### src/rtl/fifo_wr_arb_if.sv
// Requester streams and FIFO write port shared by the round-robin write arbiter.
// The arbiter connects through the slave modport; whatever drives it uses master.
interface fifo_wr_arb_if #(
    parameter int REQ_N  = 4,
    parameter int DATA_W = 8
);
    logic [REQ_N-1:0]        req_valid;
    logic [REQ_N*DATA_W-1:0] req_data;
    logic [REQ_N-1:0]        req_last;
    logic [REQ_N-1:0]        req_ready;
    logic                    fifo_full;
    logic                    fifo_wr;
    logic [DATA_W-1:0]       fifo_wr_data;
    logic [REQ_N-1:0]        lock;
    logic                    busy;

    modport slave (
        input  req_valid, req_data, req_last, fifo_full,
        output req_ready, fifo_wr, fifo_wr_data, lock, busy
    );

    modport master (
        output req_valid, req_data, req_last, fifo_full,
        input  req_ready, fifo_wr, fifo_wr_data, lock, busy
    );
endinterface

### src/rtl/fifo_wr_arb.sv
// Round-robin arbiter sharing one FIFO write port between REQ_N valid/ready/last streams.
// A packet holds the port until its last beat or until BURST_MAX beats have gone through.
//
// state  | meaning
// IDLE   | pick the first valid requester at or after rr_ptr, one beat per grant
// LOCKED | owner keeps the port for the rest of its packet, others are ignored
module fifo_wr_arb #(
    parameter int REQ_N     = 4,
    parameter int DATA_W    = 8,
    parameter int BURST_MAX = 4
) (
    input  logic          clk,
    input  logic          nreset,
    fifo_wr_arb_if.slave  bus
);
    localparam int PW = (REQ_N > 1) ? $clog2(REQ_N) : 1;
    localparam int CW = (BURST_MAX > 0) ? $clog2(BURST_MAX + 1) : 1;

    typedef enum logic {IDLE, LOCKED} state_t;

    state_t           state, state_nxt;
    logic [PW-1:0]    rr_ptr, rr_ptr_nxt;
    logic [PW-1:0]    owner, owner_nxt;
    logic [CW-1:0]    beat_cnt, beat_cnt_nxt;

    logic [PW-1:0]    winner;
    logic             found;
    logic [PW-1:0]    sel;
    logic             sel_ok;
    logic             grant_ready;
    logic             xfer;
    logic [REQ_N-1:0] ready_vec;
    logic [REQ_N-1:0] lock_vec;

    function automatic logic [PW-1:0] next_ptr(input logic [PW-1:0] p);
        return (int'(p) == REQ_N - 1) ? '0 : p + PW'(1);
    endfunction

    // Walk downward so the requester closest to rr_ptr is the last one written.
    always_comb begin
        int idx;
        idx    = 0;
        winner = '0;
        found  = 1'b0;
        for (int i = REQ_N - 1; i >= 0; i--) begin
            idx = int'(rr_ptr) + i;
            if (idx >= REQ_N) idx = idx - REQ_N;
            if (bus.req_valid[idx]) begin
                winner = PW'(idx);
                found  = 1'b1;
            end
        end
    end

    always_comb begin
        state_nxt    = state;
        rr_ptr_nxt   = rr_ptr;
        owner_nxt    = owner;
        beat_cnt_nxt = beat_cnt;
        sel          = winner;
        sel_ok       = found;
        ready_vec    = '0;
        lock_vec     = '0;

        if (state == LOCKED) begin
            sel    = owner;
            sel_ok = 1'b1;
        end

        // Reset gating keeps every output quiet while nreset is low.
        grant_ready    = sel_ok & ~bus.fifo_full & nreset;
        ready_vec[sel] = grant_ready;
        xfer           = grant_ready & bus.req_valid[sel];

        case (state)
            IDLE: begin
                if (xfer) begin
                    if (bus.req_last[sel] || BURST_MAX <= 1) begin
                        rr_ptr_nxt = next_ptr(winner);
                    end else begin
                        state_nxt    = LOCKED;
                        owner_nxt    = winner;
                        beat_cnt_nxt = CW'(1);
                    end
                end
            end
            LOCKED: begin
                lock_vec[owner] = nreset;
                if (xfer) begin
                    if (bus.req_last[sel] || (beat_cnt + CW'(1) == CW'(BURST_MAX))) begin
                        state_nxt    = IDLE;
                        rr_ptr_nxt   = next_ptr(owner);
                        beat_cnt_nxt = '0;
                    end else begin
                        beat_cnt_nxt = beat_cnt + CW'(1);
                    end
                end
            end
            default: state_nxt = IDLE;
        endcase
    end

    always_ff @(posedge clk) begin
        if (!nreset) begin
            state    <= IDLE;
            rr_ptr   <= '0;
            owner    <= '0;
            beat_cnt <= '0;
        end else begin
            state    <= state_nxt;
            rr_ptr   <= rr_ptr_nxt;
            owner    <= owner_nxt;
            beat_cnt <= beat_cnt_nxt;
        end
    end

    assign bus.req_ready    = ready_vec;
    assign bus.fifo_wr      = xfer;
    assign bus.fifo_wr_data = xfer ? bus.req_data[int'(sel)*DATA_W +: DATA_W] : '0;
    assign bus.lock         = lock_vec;
    assign bus.busy         = (state == LOCKED) & nreset;
endmodule

### src/flat_wrapper.sv
// flat-port wrapper written by rule: the top's interface ports become plain ports
module fifo_wr_arb_flat 
#(
    parameter int REQ_N     = 4,
    parameter int DATA_W    = 8,
    parameter int BURST_MAX = 4
)
  (clk, nreset, bus_req_valid, bus_req_data, bus_req_last, bus_fifo_full, bus_req_ready, bus_fifo_wr, bus_fifo_wr_data, bus_lock, bus_busy);
  fifo_wr_arb_if #(.REQ_N(REQ_N), .DATA_W(DATA_W)) bus_i ();
  input  logic clk;
  input  logic nreset;
  input wire logic [$bits(bus_i.req_valid)-1:0] bus_req_valid;
  input wire logic [$bits(bus_i.req_data)-1:0] bus_req_data;
  input wire logic [$bits(bus_i.req_last)-1:0] bus_req_last;
  input wire logic [$bits(bus_i.fifo_full)-1:0] bus_fifo_full;
  output wire logic [$bits(bus_i.req_ready)-1:0] bus_req_ready;
  output wire logic [$bits(bus_i.fifo_wr)-1:0] bus_fifo_wr;
  output wire logic [$bits(bus_i.fifo_wr_data)-1:0] bus_fifo_wr_data;
  output wire logic [$bits(bus_i.lock)-1:0] bus_lock;
  output wire logic [$bits(bus_i.busy)-1:0] bus_busy;
  assign bus_i.req_valid = bus_req_valid;
  assign bus_i.req_data = bus_req_data;
  assign bus_i.req_last = bus_req_last;
  assign bus_i.fifo_full = bus_fifo_full;
  assign bus_req_ready = bus_i.req_ready;
  assign bus_fifo_wr = bus_i.fifo_wr;
  assign bus_fifo_wr_data = bus_i.fifo_wr_data;
  assign bus_lock = bus_i.lock;
  assign bus_busy = bus_i.busy;
  fifo_wr_arb #(.REQ_N(REQ_N), .DATA_W(DATA_W), .BURST_MAX(BURST_MAX)) u_core (.clk(clk), .nreset(nreset), .bus(bus_i));
endmodule
### config.mk
export PLATFORM = sky130hd
export DESIGN_NAME = fifo_wr_arb_flat
export DESIGN_NICKNAME = d
export VERILOG_FILES = /design/src/rtl/fifo_wr_arb_if.sv /design/src/rtl/fifo_wr_arb.sv /design/src/flat_wrapper.sv
export SDC_FILE = /design/constraint.sdc
export NUM_CORES = 1
export LEC_CHECK = 0
export CORE_UTILIZATION = 41
export CTS_CLUSTER_DIAMETER = 60
export DETAILED_ROUTE_END_ITERATION = 8
export PLACE_DENSITY = 0.88
export SKIP_CTS_REPAIR_TIMING = 1
export SLEW_MARGIN = 30
export SYNTH_ARGS = -nofsm -noshare
export SYNTH_HDL_FRONTEND = slang
export SYNTH_SLANG_ARGS = --single-unit
### constraint.sdc
create_clock -name clk -period 5 [get_ports clk]
set_input_delay 1.25 -clock clk [delete_from_list [all_inputs] [get_ports clk]]
set_output_delay 1.25 -clock clk [all_outputs]
set_load 0.1 [all_outputs]
Word level (Yosys, flattened, before mapping)
Index checks and enable logic that the tools add are counted.
{"block": "word_totals", "regBits": 8, "out_inout_bits": 18, "elab_cells": 103}
{"block": "op_classes", "n_addsub": 10, "n_lt_le_gt_ge": 12, "eq_ne": 8, "shift": 1, "mux": 53, "n_bitwise": 9, "reduce_logical": 6}
{"operator": "less-than comparator 32 x 4 -> 1 bit (second input constant)", "n": 4}
{"operator": "two-way mux 32 bit", "n": 4}
{"operator": ">= comparator 32 x 4 -> 1 bit (second input constant)", "n": 3}
{"operator": "subtractor 32 x 4 -> 32 bit (second input constant)", "n": 3}
{"operator": "variable part select 32 x 6 -> 8 bit", "n": 1}
{"operator": "two-way mux 2 bit", "n": 11}
{"operator": "two-way mux 1 bit", "n": 21}
{"operator": "binary-select mux 1 bit (select 2 bit)", "n": 6}
{"operator": "two-way mux 3 bit", "n": 4}
{"operator": "bitwise AND 4 bit", "n": 2}
{"operator": "two-way mux 8 bit", "n": 1}
{"operator": "adder 2 x 2 -> 3 bit (second input constant)", "n": 2}
{"operator": "less-than comparator 2 x 3 -> 1 bit (second input constant)", "n": 2}
{"operator": "inequality test 2 bit (second input constant)", "n": 3}
{"operator": "case mux 3 bit (2 select lines)", "n": 1}
{"operator": "AND reduction 3 bit", "n": 2}
{"operator": "adder 2 x 1 -> 2 bit (second input constant)", "n": 2}
{"operator": "bitwise AND 1 bit", "n": 4}
{"operator": "demux 1 bit (select 2 bit)", "n": 2}
{"operator": "== test 2 x 1 -> 1 bit (second input constant)", "n": 2}
{"operator": ">= comparator 2 x 1 -> 1 bit (second input constant)", "n": 2}
{"operator": "two-way mux 4 bit", "n": 1}
{"operator": "inequality test 2 x 1 -> 1 bit (second input constant)", "n": 2}
{"operator": "case mux 2 bit (2 select lines)", "n": 1}
{"operator": "other kinds (10)", "n": 13}

Logic depth before layout (Yosys ltp)
Gate-level depths: netlist of run 1.
{"block": "depth", "ltp_word": 17, "mapped_depth": 8, "mapped_depth_nobuf": 7}

Worst setup path after synthesis of run 1
Ideal clock, no wire load.
{"block": "synth_timing", "path_kind": "input-to-output", "from": "in bus_fifo_full", "to": "out bus_fifo_wr_data[0]", "t_arrival_ns": 3.719, "required_ns": 3.750, "slack_ns": 0.031, "cell_stages": 6, "path_buffers": 1, "cell_sequence": "nand2b_1 > a41oi_2 > o21ai_2 > inv_1 > clkbuf_1 > and2_1"}
{"block": "synth_between", "elab_chain_len": 5}
{"item": "start: declaration", "line_no": "flat_wrapper.sv:15", "text": "input wire logic [$bits(bus_i.fifo_full)-1:0] bus_fifo_full;"}
{"item": "inverter 1 bit", "line_no": "fifo_wr_arb.sv:71", "text": "grant_ready = sel_ok & ~bus.fifo_full & nreset;"}
{"item": "bitwise AND 1 bit (2 in a row)", "line_no": "fifo_wr_arb.sv:71"}
{"item": "bitwise AND 1 bit", "line_no": "fifo_wr_arb.sv:73", "text": "xfer = grant_ready & bus.req_valid[sel];"}
{"item": "via bus_fifo_wr", "line_no": "flat_wrapper.sv:17", "text": "output wire logic [$bits(bus_i.fifo_wr)-1:0] bus_fifo_wr;"}
{"item": "two-way mux 8 bit", "line_no": "fifo_wr_arb.sv:119", "text": "assign bus.fifo_wr_data = xfer ? bus.req_data[int'(sel)*DATA_W +: DATA_W] : '0;"}
{"item": "end: declaration", "line_no": "flat_wrapper.sv:18", "text": "output wire logic [$bits(bus_i.fifo_wr_data)-1:0] bus_fifo_wr_data;"}
The timed path passes the listed nets, and every way through them passes these cells.

Worst setup path after layout of run 1
{"block": "layout_timing", "from": "in bus_req_valid[2]", "to": "out bus_fifo_wr_data[0]"}
{"block": "layout_between", "elab_chain_len": 12}
{"item": "start: declaration", "line_no": "flat_wrapper.sv:12", "text": "input wire logic [$bits(bus_i.req_valid)-1:0] bus_req_valid;"}
{"item": "branches (longest 11 deep; another with variable part select 32 x 6 -> 8 bit)"}
{"item": "two-way mux 8 bit (*)", "line_no": "fifo_wr_arb.sv:119"}
Mark *: on every way between the ends. The select of a mux whose other input is x is not followed.

==> results_dict.tcl, run 1 <==
set metrics [dict create \
    vdd_drop_max_uv 179.6 \
    syn-cell-area_mm2 0.001075 \
    hold_viol_final 0 \
    antenna_left 0 \
    ys_ff_latch 8 \
    syn-num-nets 169 \
    synth_edf_count 0 \
    combPwrFrac_pct 70.1 \
    p_int_mw 0.2530 \
    ff2ff_setup_slack_ns 2.73 \
    layout_commonest_cell "clkdlybuf4s50_1" \
    first_pass_iters 4 \
    min_period_ns 4.765 \
    cts_buffers 3 \
    fmax_mhz 209.9 \
    die_width_um 53.20 \
    yosysWarningCount 0 \
    slew_headroom_pct 61.73 \
    final_net_count 232 \
    grt_pass1_vias 1273 \
    switching_share_pct 48.25 \
    wirelength_um 3369 \
    rows 18 \
    post_drt_wl_per_cell_um 15.97 \
    drt_iter0_drc 13 \
    switchingPower_mw 0.2359 \
    cts.htree.levels 1 \
    antenna_found_initial 0 \
    skew_ns 0.003843 \
    dpl-instance-area_mm2 0.001826 \
    hpwl_um 2783 \
    critPathMaxFanout 11 \
    ys.flop_type "dfxtp_1" \
    initial_core_util_pct 43.38 \
    grt-ovfl-total 0 \
    yosys.area.top_type "mux4_2" \
    seq_power_share_pct 18.9 \
    core_area_mm2 0.002477 \
    final-max-slew-violation-count 0 \
    mostFrequentLayoutCells "clkdlybuf4s50_1, buf_12, nand2_1" \
    syn_inst 120 \
    clk_root_buffer_cell "clkbuf_4" \
    ys_async_sr_fraction_pct 0 \
    cts_tree "yes" \
    diodes 0 \
    io_buffers 60 \
    grt_max_degree 18 \
    rsz0062_at_grt "no" \
    drc 0 \
    syn_to_final_growth_pct 71.94 \
    finalInstanceArea_mm2 0.001848 \
    synth_area_leaders "mux4_2, dfxtp_1, ha_1, and2_1, mux2i_1" \
    clkLatencyLatePin_ns 0.27 \
    die_h_um 53.20 \
    cts.clk_slew.worst_paths_ns 0.06 \
    tightest_slew_ns 0.5733 \
    endpoint_kind "output pin" \
    p_leak_nw 0.7586 \
    ys_seq_area_share_pct 14.90 \
    syn_area_per_cell_um2 8.957 \
    vias_per_cell 5.791 \
    via_count 1222 \
    cp-start-kind "input pin" \
    cts.path.max_buffers 2 \
    hold_path.class "flop to flop" \
    drv_cap 0 \
    power.density_mw_per_mm2 264.6 \
    status "completed" \
    finalCritPeriodShare_pct 95.30 \
    grt_pass1_wl_um 5513 \
    grtUsageTotal_pct 26.87 \
    place.gp.congestion 0.7984 \
    yosysUniqueCellTypes 41 \
    finalSetupViolations 0 \
    synth_top_area_share_pct 18.86 \
    drive_above_1_share_pct 24.31 \
    num_io_pins 61 \
    setup-tns-final_ns 0 \
    path_class "input pin to output pin" \
    crit_required_ns 3.75 \
    clockPowerShare_pct 11.0 \
    arrival_ns 3.51 \
    fp.dieArea_mm2 0.002830 \
    cts.sinks 8 \
]
-- through the flow --
step	hold slack, ns	setup WS (ns)	util [%]	cells	power (mW)
6_report	0.5192	0.2351	74.60	211	0.4890
5_1_grt	0.5431	0.1138	74.60	211	0.5195
4_1_cts	0.5209	0.2258	74.60	211	0.4922
3_5_place_dp	0.5107	0.2281	73.69	208	0.4362
3_3_place_gp	0.4928	0.3034	73.69	208	0.4269
2_1_floorplan	0.4711	0.03092	-	120	0.3236
-- routing by layer --
| layer | vias up | wire [um] | global-route usage, % |
|---|---|---|---|
| met4 | 0 | 82 | 16.23 |
| met3 | 10 | 342 | 6.897 |
| met2 | 74 | 1760 | 49.79 |
| met5 | - | 0 | 0 |
| met1 | 570 | 1184 | 26.00 |
| li1 | 568 | - | - |
-- power by group through the flow --
stage                     Combinational, mW  Clock [mW]  Sequential, mW
after floorplan                       0.239           0          0.0847
after global placement                0.335           0          0.0917
after detailed placement              0.343           0          0.0932
after CTS                             0.344      0.0561          0.0919
after global routing                  0.365      0.0605          0.0944
final                                 0.343      0.0540          0.0923
-- cells by family after synthesis --
logic type / Yosys count / synth area share [%]
flip-flops: 8 / 14.90
buffers and inverters: 14 / 5.703
AO/OA/AOI/OAI: 29 / 21.65
adder cells (fa/ha/maj): 6 / 6.985
XOR/XNOR: 2 / 1.630
multiplexers: 15 / 25.96
AND/OR/NAND/NOR: 46 / 23.17
-- final timing paths --
path,from,endpoint,cells past startpoint
max,bus_req_valid[2],bus_fifo_wr_data[0],9
min,u_core.rr_ptr[0]$_SDFFE_PN0P_,u_core.rr_ptr[0]$_SDFFE_PN0P_,2
max reg2reg,u_core.owner[1]$_SDFFE_PN0P_,u_core.owner[1]$_SDFFE_PN0P_,6
min reg2reg,u_core.rr_ptr[0]$_SDFFE_PN0P_,u_core.rr_ptr[0]$_SDFFE_PN0P_,2
-- state kept, by name, indices dropped and copies added, names as in the netlist --
name             cells
u_core.owner         2
u_core.rr_ptr        2
u_core.beat_cnt      3
u_core.state         1
-- critical path: stages --
cell and delay (ns):
clkdlybuf4s50_1 0.45, inv_1 0.15, o22ai_1 0.11, a211o_1 0.42, o21ai_0 0.22, buf_4 0.22, mux4_2 0.30, and2_1 0.20
buf_12 0.17
-- cell type report --
cell class / instances / area (um^2)
multi-input combinational: 98 / 853.3
tap: 30 / 37.54
sequential: 8 / 160.2
inverter: 9 / 33.78
clock buffer: 3 / 22.52
fill: 191 / 629.4
timing repair buffer: 63 / 740.7
-- cell usage after synthesis (2+ instances only) --
master / instances
nand2_1: 12
nor2_1: 7
ha_1: 6
inv_1: 8
o21ai_0: 4
and2_1: 10
clkbuf_1: 3
a21oi_1: 7
and3_1: 6
mux2i_1: 5
dfxtp_1: 8
nand2b_1: 4
o21ai_1: 2
mux4_2: 9
o21ai_2: 2
a41oi_2: 2
Power figures use the tool's default switching activity.
==> run 2: changes to the inputs <==
- CORE_UTILIZATION: 41 -> 43
- CTS_BUF_LIST: not set -> sky130_fd_sc_hd__clkbuf_4 sky130_fd_sc_hd__clkbuf_8
- PLACE_DENSITY: 0.88 -> 0.92
==> run 2 against run 1 <==
Combinational power is 1% higher. Power is 1.1% higher. Utilization is 6.5 points higher. Clock power is 2% higher. Largest power group unchanged. Wire length is 4.3% higher. Critical path depth stayed put. Cell count is 0.95% lower. Highest routed layer unchanged. First-iteration DRC count is 100% higher. Via count hardly changed. Sequential power is 0.4% lower. Critical endpoint is now bus_fifo_wr_data[5]. Die area is 4.5% lower.
==> results_dict.tcl, run 2 (synthesized netlist as in run 1, its figures left out) <==
set metrics [dict create \
    antenna_left 0 \
    die_h_um 52.00 \
    critical-path-top-delay-family "buffers and inverters" \
    post_drt_wl_per_cell_um 16.81 \
    wl_met2_um 1799 \
    die_width_um 52.00 \
    dr.max_layer_used "met4" \
    cp-start-kind "input pin" \
    power_mw 0.4941 \
    largestRegisters "u_core.beat_cnt (3), u_core.owner (2), u_core.rr_ptr (2)" \
    rows 17 \
    grt_pass1_vias 1243 \
    hold_path.class "flop to flop" \
    clk_root_buffer_cell "clkbuf_4" \
    cts_tree "yes" \
    rsz0062_at_grt "no" \
    fmax_mhz 209.7 \
    wirelength_um 3514 \
    hpwl_um 2835 \
    finalCritPeriodShare_pct 95.35 \
    io_buffers 60 \
    cts_buffers 3 \
    slowest_stage "mux4_2" \
    critPathMaxFanout 12 \
    grt-ovfl-total 0 \
    grtUsageTotal_pct 27.88 \
    arrival_ns 3.52 \
    path_class "input pin to output pin" \
    grt_max_degree 18 \
    drive_above_1_share_pct 24.31 \
    p_leak_nw 0.7586 \
    grt_pass1_wl_um 5437 \
    drt_iter0_drc 26 \
    core_area_mm2 0.002276 \
    status "completed" \
    syn_to_final_growth_pct 71.71 \
    crit_buf_inv 3 \
    clkLatencyLatePin_ns 0.27 \
    wl_met3_um 402 \
    num_io_pins 61 \
    place.gp.congestion 0.8368 \
    tightest_slew_ns 0.5764 \
    cts.htree.levels 1 \
    preCtsSetupSlack_ns 0.2403 \
    first_pass_iters 4 \
    skew_ns 0.006146 \
    antenna_found_initial 0 \
    diodes 0 \
    max_stage_delay_ns 0.53 \
    regMostFlops "u_core.beat_cnt" \
    setup-tns-final_ns 0 \
    vdd_drop_max_uv 190.6 \
    largest_register_ffs 3 \
    slew_headroom_pct 61.52 \
    cts.sinks 8 \
    crit_required_ns 3.75 \
    via_count 1221 \
    layout_commonest_cell "clkdlybuf4s50_1" \
    vias_per_cell 5.842 \
    hold_viol_final 0 \
    min_period_ns 4.768 \
    initial_core_util_pct 47.22 \
    endpoint_kind "output pin" \
    mostFrequentLayoutCells "clkdlybuf4s50_1, buf_12, nand2_1" \
    final-max-slew-violation-count 0 \
    power.density_mw_per_mm2 267.7 \
    cts.path.max_buffers 2 \
    setup_slack_ns 0.2323 \
    cts.clk_slew.worst_paths_ns 0.06 \
    finalSetupViolations 0 \
    wl_met1_um 1152 \
    drv_cap 0 \
    fp.dieArea_mm2 0.002703 \
    crit_chain "clkdlybuf4s50_1 -> a21o_1 -> a21oi_2 -> o22ai_4 -> o21ai_2 -> buf_4 -> mux4_2 -> and2_1 -> buf_12" \
    final_net_count 232 \
    drc 0 \
]
[run 2: cell counts in the layout (fill, tap and decap cells not counted)]
Identical to the previous run, type by type.
[run 2: final timing paths]
check / start / to / slack, ns / depth (start not counted)
worst min register to register: u_core.beat_cnt[0]$_SDFFE_PN0P_ / u_core.beat_cnt[0]$_SDFFE_PN0P_ / 0.55 / 2
worst max register to register: u_core.owner[1]$_SDFFE_PN0P_ / u_core.owner[0]$_SDFFE_PN0P_ / 2.75 / 6
worst max-delay path: bus_req_valid[1] / bus_fifo_wr_data[5] / 0.23 / 9
worst min-delay path: u_core.beat_cnt[0]$_SDFFE_PN0P_ / u_core.beat_cnt[0]$_SDFFE_PN0P_ / 0.55 / 2
[run 2: power breakdown]
part,switching [mW],internal [mW],total (mW)
combinational,0.193,0.154,0.347
sequential,0.0198,0.0721,0.0919
clock,0.0272,0.0278,0.0550
total,0.240,0.254,0.494
[run 2: layout make-up]
class | instances | area, um^2
Timing Repair Buffer | 63 | 740.7
Inverter | 9 | 33.78
Clock buffer | 3 | 22.52
Fill cell | 138 | 430.4
Tap cell | 28 | 35.03
Sequential cell | 8 | 160.2
Multi-Input combinational cell | 98 | 853.3
[run 2: through the flow]
step / utilization, % / hold WS (ns) / instances / cell area (um^2)
after global routing: 81.09 / 0.5711 / 209 / 1846
after detailed placement: 80.10 / 0.5167 / 206 / 1823
after CTS: 81.09 / 0.5438 / 209 / 1846
final: 81.09 / 0.5458 / 209 / 1846
after floorplan: - / 0.4711 / 120 / 1075
after global placement: 80.10 / 0.4952 / 206 / 1823
[run 2: routing by layer]
metal  up-vias  GRT usage (%)
met4         0          17.57
li1        568              -
met2        81          54.06
met3        17          7.602
met1       555          24.55
met5         -              0
[run 2: worst reg2reg max path: cells and delay by family, from the launching register on]
family	cells	cell delay, ns
and+or+nand+nor	2	0.48
DFF	1	0.49
muxes	2	0.79
AOI/OAI and AO/OA	2	0.43
